**config.mk**
```make
export PLATFORM = sky130hd
export DESIGN_NAME = btn_updown_counter_flat
export DESIGN_NICKNAME = d
export VERILOG_FILES = /design/src/rtl/btn_updown_counter_if.sv /design/src/rtl/btn_updown_counter.sv /design/src/flat_wrapper.sv
export SDC_FILE = /design/constraint.sdc
export NUM_CORES = 1
export LEC_CHECK = 0
export BUFFER_PORTS_ARGS = -buffer_cell sky130_fd_sc_hd__buf_2
export CORE_MARGIN = 8
export CORE_UTILIZATION = 25
export CTS_BUF_LIST = sky130_fd_sc_hd__clkbuf_4
export CTS_CLUSTER_SIZE = 28
export DETAILED_ROUTE_END_ITERATION = 16
export GPL_TIMING_DRIVEN = 0
export SETUP_SLACK_MARGIN = 0.1
export SLEW_MARGIN = 10
export SYNTH_ARGS = -nofsm -noshare
export SYNTH_HDL_FRONTEND = slang
export SYNTH_SLANG_ARGS = --single-unit
```
**constraint.sdc**
```tcl
create_clock -name Clk -period 3.3 [get_ports Clk]
set_input_delay 0.495 -clock Clk [delete_from_list [all_inputs] [get_ports Clk]]
set_output_delay 0.495 -clock Clk [all_outputs]
set_load 0.05 [all_outputs]
```
**src/rtl/btn_updown_counter_if.sv**
```systemverilog
// ============================================================================
// Module      : btn_updown_counter_if
// Description : Button/load inputs and count/flag outputs of the up/down
//               button counter, bundled as one port.
// Revision    : 1.0 - initial release
// ============================================================================
`default_nettype none

interface btn_updown_counter_if #(
  parameter int WIDTH = 4
);
  logic [1:0]       Push;       // active-low buttons: [1] = up, [0] = down
  logic             Load_en;
  logic [WIDTH-1:0] Load_val;
  logic [WIDTH-1:0] Cnt_o_LED;
  logic             Max_o;
  logic             Min_o;
  logic             Evt_o;

  // Stimulus side: drives buttons and load, observes count and flags
  modport master (
    output Push, Load_en, Load_val,
    input  Cnt_o_LED, Max_o, Min_o, Evt_o
  );

  // Counter side
  modport slave (
    input  Push, Load_en, Load_val,
    output Cnt_o_LED, Max_o, Min_o, Evt_o
  );
endinterface

`default_nettype wire

```
**src/rtl/btn_updown_counter.sv**
```systemverilog
// ============================================================================
// Module      : btn_updown_counter
// Description : Two-button up/down counter with saturate or wrap bounds,
//               synchronous load and change-event pulse. Buttons are
//               asynchronous and active-low; each one is synchronized and
//               edge-detected so a press counts exactly once.
//               Optional macro BTN_UPDOWN_DEBOUNCE_EN inserts a DB_CYCLES
//               stability filter between synchronizer and edge detector.
// Revision    : 1.0 - initial release
// ============================================================================
`default_nettype none

module btn_updown_counter #(
  parameter int WIDTH     = 4,
  parameter int MAX_VAL   = 9,
  parameter int STEP      = 1,
  parameter int WRAP      = 0,
  parameter int DB_CYCLES = 4
) (
  input  logic                 Clk,
  input  logic                 Rst,
  btn_updown_counter_if.slave  bus
);

  // All count arithmetic is done one bit wider than the counter so the
  // overflow/underflow of a step is visible before it is clamped or wrapped.
  localparam logic [WIDTH:0] L_MAX  = (WIDTH+1)'(MAX_VAL);
  localparam logic [WIDTH:0] L_STEP = (WIDTH+1)'(STEP);
  localparam logic [WIDTH:0] L_MOD  = (WIDTH+1)'(MAX_VAL + 1);

  logic [1:0] valid_q;   // marks when the synchronizer holds real samples
  logic [1:0] press_w;   // one-cycle press strobes: [1] = up, [0] = down

  // Out-of-range filter length: empty marker block, nothing to build
  if (DB_CYCLES < 1) begin : g_cfg_bad_db_cycles
  end

  // After reset the synchronizers hold a forced "released" value; this
  // shift register says when their contents come from the real pins.
  always_ff @(posedge Clk) begin
    if (Rst) begin
      valid_q <= '0;
    end else begin
      valid_q <= {valid_q[0], 1'b1};
    end
  end

  for (genvar b = 0; b < 2; b++) begin : g_btn
    logic meta_q;
    logic sync_q;
    logic lvl_w;
    logic lvl_prev_q;
    logic armed_q;

    // Two-flop synchronizer, idles released (high)
    always_ff @(posedge Clk) begin
      if (Rst) begin
        meta_q <= 1'b1;
        sync_q <= 1'b1;
      end else begin
        meta_q <= bus.Push[b];
        sync_q <= meta_q;
      end
    end

`ifdef BTN_UPDOWN_DEBOUNCE_EN
    localparam int CW = (DB_CYCLES > 1) ? $clog2(DB_CYCLES) : 1;
    localparam logic [CW-1:0] L_LAST = CW'(DB_CYCLES - 1);

    logic          db_q;
    logic [CW-1:0] dbcnt_q;

    // Accept a new level only after DB_CYCLES consecutive differing samples
    always_ff @(posedge Clk) begin
      if (Rst) begin
        db_q    <= 1'b1;
        dbcnt_q <= '0;
      end else if (sync_q != db_q) begin
        if (dbcnt_q == L_LAST) begin
          db_q    <= sync_q;
          dbcnt_q <= '0;
        end else begin
          dbcnt_q <= dbcnt_q + 1'b1;
        end
      end else begin
        dbcnt_q <= '0;
      end
    end

    assign lvl_w = db_q;
`else
    assign lvl_w = sync_q;
`endif

    // Edge history plus arming: a button must be seen released on the real
    // pin after reset before its falling edge may count.
    always_ff @(posedge Clk) begin
      if (Rst) begin
        lvl_prev_q <= 1'b1;
        armed_q    <= 1'b0;
      end else begin
        lvl_prev_q <= lvl_w;
        if (valid_q[1] && sync_q) begin
          armed_q <= 1'b1;
        end
      end
    end

    assign press_w[b] = armed_q & lvl_prev_q & ~lvl_w;
  end

  logic [WIDTH:0] cnt_q;
  logic [WIDTH:0] cnt_d;
  logic           max_q;
  logic           min_q;
  logic           evt_q;
  logic [WIDTH:0] load_w;
  logic [WIDTH:0] up_sum_w;
  logic [WIDTH:0] up_wrap_w;
  logic [WIDTH:0] dn_diff_w;
  logic [WIDTH:0] dn_wrap_w;

  assign load_w    = {1'b0, bus.Load_val};
  assign up_sum_w  = cnt_q + L_STEP;
  assign up_wrap_w = up_sum_w - L_MOD;
  assign dn_diff_w = cnt_q - L_STEP;
  assign dn_wrap_w = cnt_q + L_MOD - L_STEP;

  // Next count: load beats presses; simultaneous up+down cancels out
  always_comb begin
    cnt_d = cnt_q;
    if (bus.Load_en) begin
      cnt_d = (load_w > L_MAX) ? L_MAX : load_w;
    end else if (press_w[1] && !press_w[0]) begin
      if (up_sum_w > L_MAX) begin
        cnt_d = (WRAP != 0) ? up_wrap_w : L_MAX;
      end else begin
        cnt_d = up_sum_w;
      end
    end else if (press_w[0] && !press_w[1]) begin
      if (cnt_q < L_STEP) begin
        cnt_d = (WRAP != 0) ? dn_wrap_w : '0;
      end else begin
        cnt_d = dn_diff_w;
      end
    end
  end

  // Count register with flags derived from the next value so all update together
  always_ff @(posedge Clk) begin
    if (Rst) begin
      cnt_q <= '0;
      max_q <= 1'b0;
      min_q <= 1'b1;
      evt_q <= 1'b0;
    end else begin
      cnt_q <= cnt_d;
      max_q <= (cnt_d == L_MAX);
      min_q <= (cnt_d == '0);
      evt_q <= (cnt_d != cnt_q);
    end
  end

  assign bus.Cnt_o_LED = cnt_q[WIDTH-1:0];
  assign bus.Max_o     = max_q;
  assign bus.Min_o     = min_q;
  assign bus.Evt_o     = evt_q;

endmodule

`default_nettype wire

```
**src/flat_wrapper.sv**
```systemverilog
// flat-port wrapper written by rule: the top's interface ports become plain ports
module btn_updown_counter_flat 
#(
  parameter int WIDTH     = 4,
  parameter int MAX_VAL   = 9,
  parameter int STEP      = 1,
  parameter int WRAP      = 0,
  parameter int DB_CYCLES = 4
)
  (Clk, Rst, bus_Push, bus_Load_en, bus_Load_val, bus_Cnt_o_LED, bus_Max_o, bus_Min_o, bus_Evt_o);
  btn_updown_counter_if #(.WIDTH(WIDTH)) bus_i ();
  input  logic Clk;
  input  logic Rst;
  input wire logic [$bits(bus_i.Push)-1:0] bus_Push;
  input wire logic [$bits(bus_i.Load_en)-1:0] bus_Load_en;
  input wire logic [$bits(bus_i.Load_val)-1:0] bus_Load_val;
  output wire logic [$bits(bus_i.Cnt_o_LED)-1:0] bus_Cnt_o_LED;
  output wire logic [$bits(bus_i.Max_o)-1:0] bus_Max_o;
  output wire logic [$bits(bus_i.Min_o)-1:0] bus_Min_o;
  output wire logic [$bits(bus_i.Evt_o)-1:0] bus_Evt_o;
  assign bus_i.Push = bus_Push;
  assign bus_i.Load_en = bus_Load_en;
  assign bus_i.Load_val = bus_Load_val;
  assign bus_Cnt_o_LED = bus_i.Cnt_o_LED;
  assign bus_Max_o = bus_i.Max_o;
  assign bus_Min_o = bus_i.Min_o;
  assign bus_Evt_o = bus_i.Evt_o;
  btn_updown_counter #(.WIDTH(WIDTH), .MAX_VAL(MAX_VAL), .STEP(STEP), .WRAP(WRAP), .DB_CYCLES(DB_CYCLES)) u_core (.Clk(Clk), .Rst(Rst), .bus(bus_i));
endmodule
```
# Word-level counts from Yosys, hierarchy flattened
# Index checks and enable logic that the tools add are counted.
dict set report word_totals {
  ff_bits 18
}
dict set report classes {
  add_sub_neg 2
  magnitude_cmp 3
  n_eq_ne 2
  mux 7
  n_bitwise 6
  n_reduce_logical 7
}
# op n
set op_table {}
lappend op_table {{$mux 5} 5}
lappend op_table {{$add 5x1->5 const B} 1}
lappend op_table {{$eq 5x4->1 const B} 1}
lappend op_table {{$gt 5x4->1 const B} 1}
lappend op_table {{$logic_not 5->1} 1}
lappend op_table {{$lt 5x1->1 const B} 1}
lappend op_table {{$ne 5x5->1} 1}
lappend op_table {{$sub 5x1->5 const B} 1}
lappend op_table {{$and 1x1->1} 4}
lappend op_table {{$gt 4x4->1 const B} 1}
lappend op_table {{$logic_and 1x1->1} 4}
lappend op_table {{$mux 4} 1}
lappend op_table {{$logic_not 1->1} 2}
lappend op_table {{$not 1->1} 2}
lappend op_table {{$mux 1} 1}

# Longest topological paths before layout
dict set report depth {
  depth_word 8
  mapped_depth 9
}

# Least setup slack after synthesis
# No wires, ideal clock.
dict set report synth_timing {
  kind {register -> register}
  start {register u_core.cnt_q[1]}
  end {register u_core.evt_q, in the netlist u_core.bus.Evt_o}
  t_arrival_ns 2.100
  required_time_ns 3.241
  slack_ns 1.141
  stages_incl_launch_ff 9
  path_cell_list {dfxtp_1 -> inv_1 -> ha_1 -> nand2b_4 -> a21oi_1 -> o2111a_1 -> or4_1 -> o2111ai_1 -> o31a_1}
}
dict set report synth_between {
  elab_chain_cells 6
  elab_cells_between_ends 10
  classes_between {2 x add/sub; 2 x order compare; 1 x eq/ne; 5 x mux}
}
# element line
set synth_lines {}
lappend synth_lines {{from (decl)} btn_updown_counter.sv:112} ;# logic [WIDTH:0] cnt_q;
lappend synth_lines {{from (signal assigned)} btn_updown_counter.sv:157} ;# cnt_q <= cnt_d;
lappend synth_lines {{$add 5x1->5 (tied with other cells)} btn_updown_counter.sv:124} ;# assign up_sum_w = cnt_q + L_STEP;
lappend synth_lines {{$gt 5x4->1 / $mux 5 (equally long branches)} {btn_updown_counter.sv:135, btn_updown_counter.sv:141}}
lappend synth_lines {{$mux 5 (on tied branches)} {btn_updown_counter.sv:135, btn_updown_counter.sv:140}}
lappend synth_lines {{$mux 5} btn_updown_counter.sv:134} ;# end else if (press_w[1] && !press_w[0]) begin
lappend synth_lines {{$mux 5} btn_updown_counter.sv:132} ;# if (bus.Load_en) begin
lappend synth_lines {{$ne 5x5->1 *} btn_updown_counter.sv:160} ;# evt_q <= (cnt_d != cnt_q);
lappend synth_lines {{to (signal assigned)} btn_updown_counter.sv:160}
lappend synth_lines {{to (decl)} btn_updown_counter.sv:116} ;# logic evt_q;
# Mark *: on every way between the ends. The rest lies on a longest branch, timed or not.
# A chain may end at the register's enable or synchronous reset.

# Worst setup path in the final report
# Same ends and word-level chain as after synthesis.

==> impl_metrics.yaml <==
route:
  wl_um: 2720
  routed-via-count: 1033
  drt_drc_violations_left: 0
  antenna_left: 0
  wl_per_cell_um: 13.1
  first_iter_violations: 50
  vias_per_cell: 4.99
  dr.pass1.iters: 4
final_layout:
  final-seq-area_um2: 360
  nets: 166
  final_cells: 207
  fill_cells: 508
  area_growth_pct: 13.9
  drive_gt1_share_pct: 25.5
  multiInputGateArea_um2: 703
  diodes: 0
floorplan:
  rows: 25
  die_w_um: 84.7
  die_area_um2: 7180
  dieHeight_um: 84.7
  core_area_um2: 4630
  ios: 16
  start_util_pct: 25.5
power:
  p_leak_nw: 0.539
  p_per_area_nw_per_um2: 350
  peakVddDrop_v: 0.000263
sta:
  max_slew_margin_pct: 45.5
  finalSetupTns_ns: 0
  period_minus_slack_ns: 2.65
  report.final.hold_viol_count: 0
  fmax_mhz: 377
  maxSlewViolCount: 0
  rsz0062_at_grt: "false"
  clock_skew_ns: 0.00431
  setup_violations: 0
  worst_pin_slew_ns: 0.815
  finalCritPeriodShare_pct: 80.3
synthesis:
  syn_nets: 147
  synth_commonest_cells: "dfxtp_1 (18), nor2_1 (14), a21oi_1 (7), inv_1 (7), or2_2 (7)"
  ys.warnings.count: 0
  yosysSeqAreaShare_pct: 30.5
  synth-edff-count: 0
  ys_ff_latch: 18
  syn_avg_cell_area_um2: 8.75
  synthArstFlopShare_pct: 0
  ys_top_cells_by_area: "dfxtp_1 (31%), nor2_1 (4.4%), buf_6 (3.8%)"
  yosysMostFrequentCell: "dfxtp_1"
  synth_top_area_share_pct: 30.5
  synth_area_um2: 1180
  synth_top_flop_cell: "dfxtp_1"
  synth.distinct_cells: 46
  yosys.area.top_type: "dfxtp_1"
  synth_cells: 135
grt:
  first_global_vias: 934
  grt_busiest_layer: "met2"
  use_met1_pct: 9.49
  antenna_found_initial: 0
  grt_max_degree: 11
  overflow: 0
  grtUsageMet3_pct: 1.46
  grt.total_usage_pct: 7.65
  grt_use_met2_pct: 12.9
  grt_pass1_wl_um: 4480
critical_path:
  ff2ff_setup_slack_ns: 0.65
  cp-start-kind: "register"
  reg2regPathDepth: 8
  cp-end-kind: "register"
  critPathArrivalTime_ns: 2.84
  reg2reg_from: "u_core.cnt_q[1]"
  startpoint: "u_core.cnt_q[1]"
  crit_path_end: "u_core.bus.Evt_o"
  worst_ep_required_time_ns: 3.48
  r2r_end: "u_core.bus.Evt_o"
  path_class: "register to register"
  path_max_fanout: 9
placed_design:
  finalWeightedCongestion: 0.838
  dp.cells: 203
  port_buffers: 14
  dp_hpwl_um: 2110
flow_run:
  drv_cap: 0
clock_tree:
  ctsResizeCount: 0
  clk_pin_slew_ns: 0.10
  htree_levels: 1
  root_buffer: "clkbuf_4"
  cts-buffers-inserted: 3
  cts.path.max_buffers: 2
  clock_latency_ns: 0.28
  cts_hold_buffers: 0
  cts_tree: "yes"
  cts.sink_count: 18
  post_cts_buffers: 0
min_path:
  hold_path_class: "input pin to register"
outcome:
  status: "completed"
-- cell usage in the layout, fill, tap and decap left out, drive strengths merged, types with 4 or more instances in the layout --
cell / n
a21oi: 7
nor3: 6
nor2: 15
clkbuf: 6
or2: 7
and3b: 5
inv: 7
dfxtp: 18
buf: 23
nand2: 4
o21ai: 4
a2111oi: 4
-- power breakdown --
group,leakage [nW],switching (mW),internal (mW),total [mW]
Clock,0.0154,0.0625,0.0439,0.106
Sequential,0.149,0.00847,0.229,0.238
Combinational,0.375,0.0767,0.0502,0.127
Total,0.539,0.148,0.323,0.471
-- critical path, cell delays in order, from the launching register on --
cell and delay, ns:
dfxtp_1 0.55, inv_1 0.19, ha_1 0.38, nand2b_4 0.15
a211oi_1 0.07, a2111oi_0 0.58, or4_1 0.23, o211ai_1 0.10
o31a_1 0.31
-- logic make-up after synthesis --
| group | Yosys count | synth area share, % |
|---|---|---|
| and+or+nand+nor | 54 | 28.6 |
| AOI/OAI and AO/OA | 36 | 24.0 |
| buffers and inverters | 19 | 9.96 |
| DFF | 18 | 30.5 |
| xor gates and xnor gates | 5 | 3.71 |
| adders and majority gates | 3 | 3.18 |
-- flip-flops by register name, summed over array words and instances (netlist names) --
name / count
u_core.bus.Max_o: 1
u_core.g_btn.lvl_w: 2
u_core.bus.Min_o: 1
u_core.g_btn.lvl_prev_q: 2
u_core.valid_q: 2
u_core.g_btn.meta_q: 2
u_core.cnt_q: 5
u_core.g_btn.armed_q: 2
u_core.bus.Evt_o: 1
-- worst min path at each step --
stage                            from                endpoint  cells after the start
2_1_floorplan  u_core.g_btn[0].meta_q   u_core.g_btn[0].lvl_w                      1
3_3_place_gp   u_core.g_btn[1].meta_q   u_core.g_btn[1].lvl_w                      1
3_5_place_dp   u_core.g_btn[1].meta_q   u_core.g_btn[1].lvl_w                      1
4_1_cts                   bus_Push[1]  u_core.g_btn[1].meta_q                      2
5_1_grt                   bus_Push[1]  u_core.g_btn[1].meta_q                      2
6_report                  bus_Push[1]  u_core.g_btn[1].meta_q                      2
-- layer usage --
metal | routed length (µm) | up-vias
met4 | 25 | 0
li1 | - | 528
met1 | 1280 | 474
met5 | 0 | -
met2 | 1290 | 29
met3 | 128 | 2
-- stage by stage --
| step | cell area (µm²) | hold slack, ns | power, mW | setup WS (ns) | utilization, % |
|---|---|---|---|---|---|
| 5_1_grt | 1350 | 0.365 | 0.502 | 0.382 | 29.1 |
| 3_3_place_gp | 1320 | 0.397 | 0.369 | 0.721 | 28.5 |
| 6_report | 1350 | 0.387 | 0.471 | 0.649 | 29.1 |
| 4_1_cts | 1350 | 0.374 | 0.477 | 0.678 | 29.1 |
| 3_5_place_dp | 1320 | 0.402 | 0.369 | 0.697 | 28.5 |
| 2_1_floorplan | 1180 | 0.389 | 0.340 | 1.14 | - |
-- final cells by class --
class                           instances  area share (%)
Buffer                                 12            6.79
Clock buffer                            3            1.67
Clock inverter                          1           0.279
Inverter                                7            1.95
Multi-Input combinational cell         98            52.3
Sequential cell                        18            26.8
Tap cell                               54            5.02
Timing Repair Buffer                   14            5.21
(Power assumes the default switching activity.)
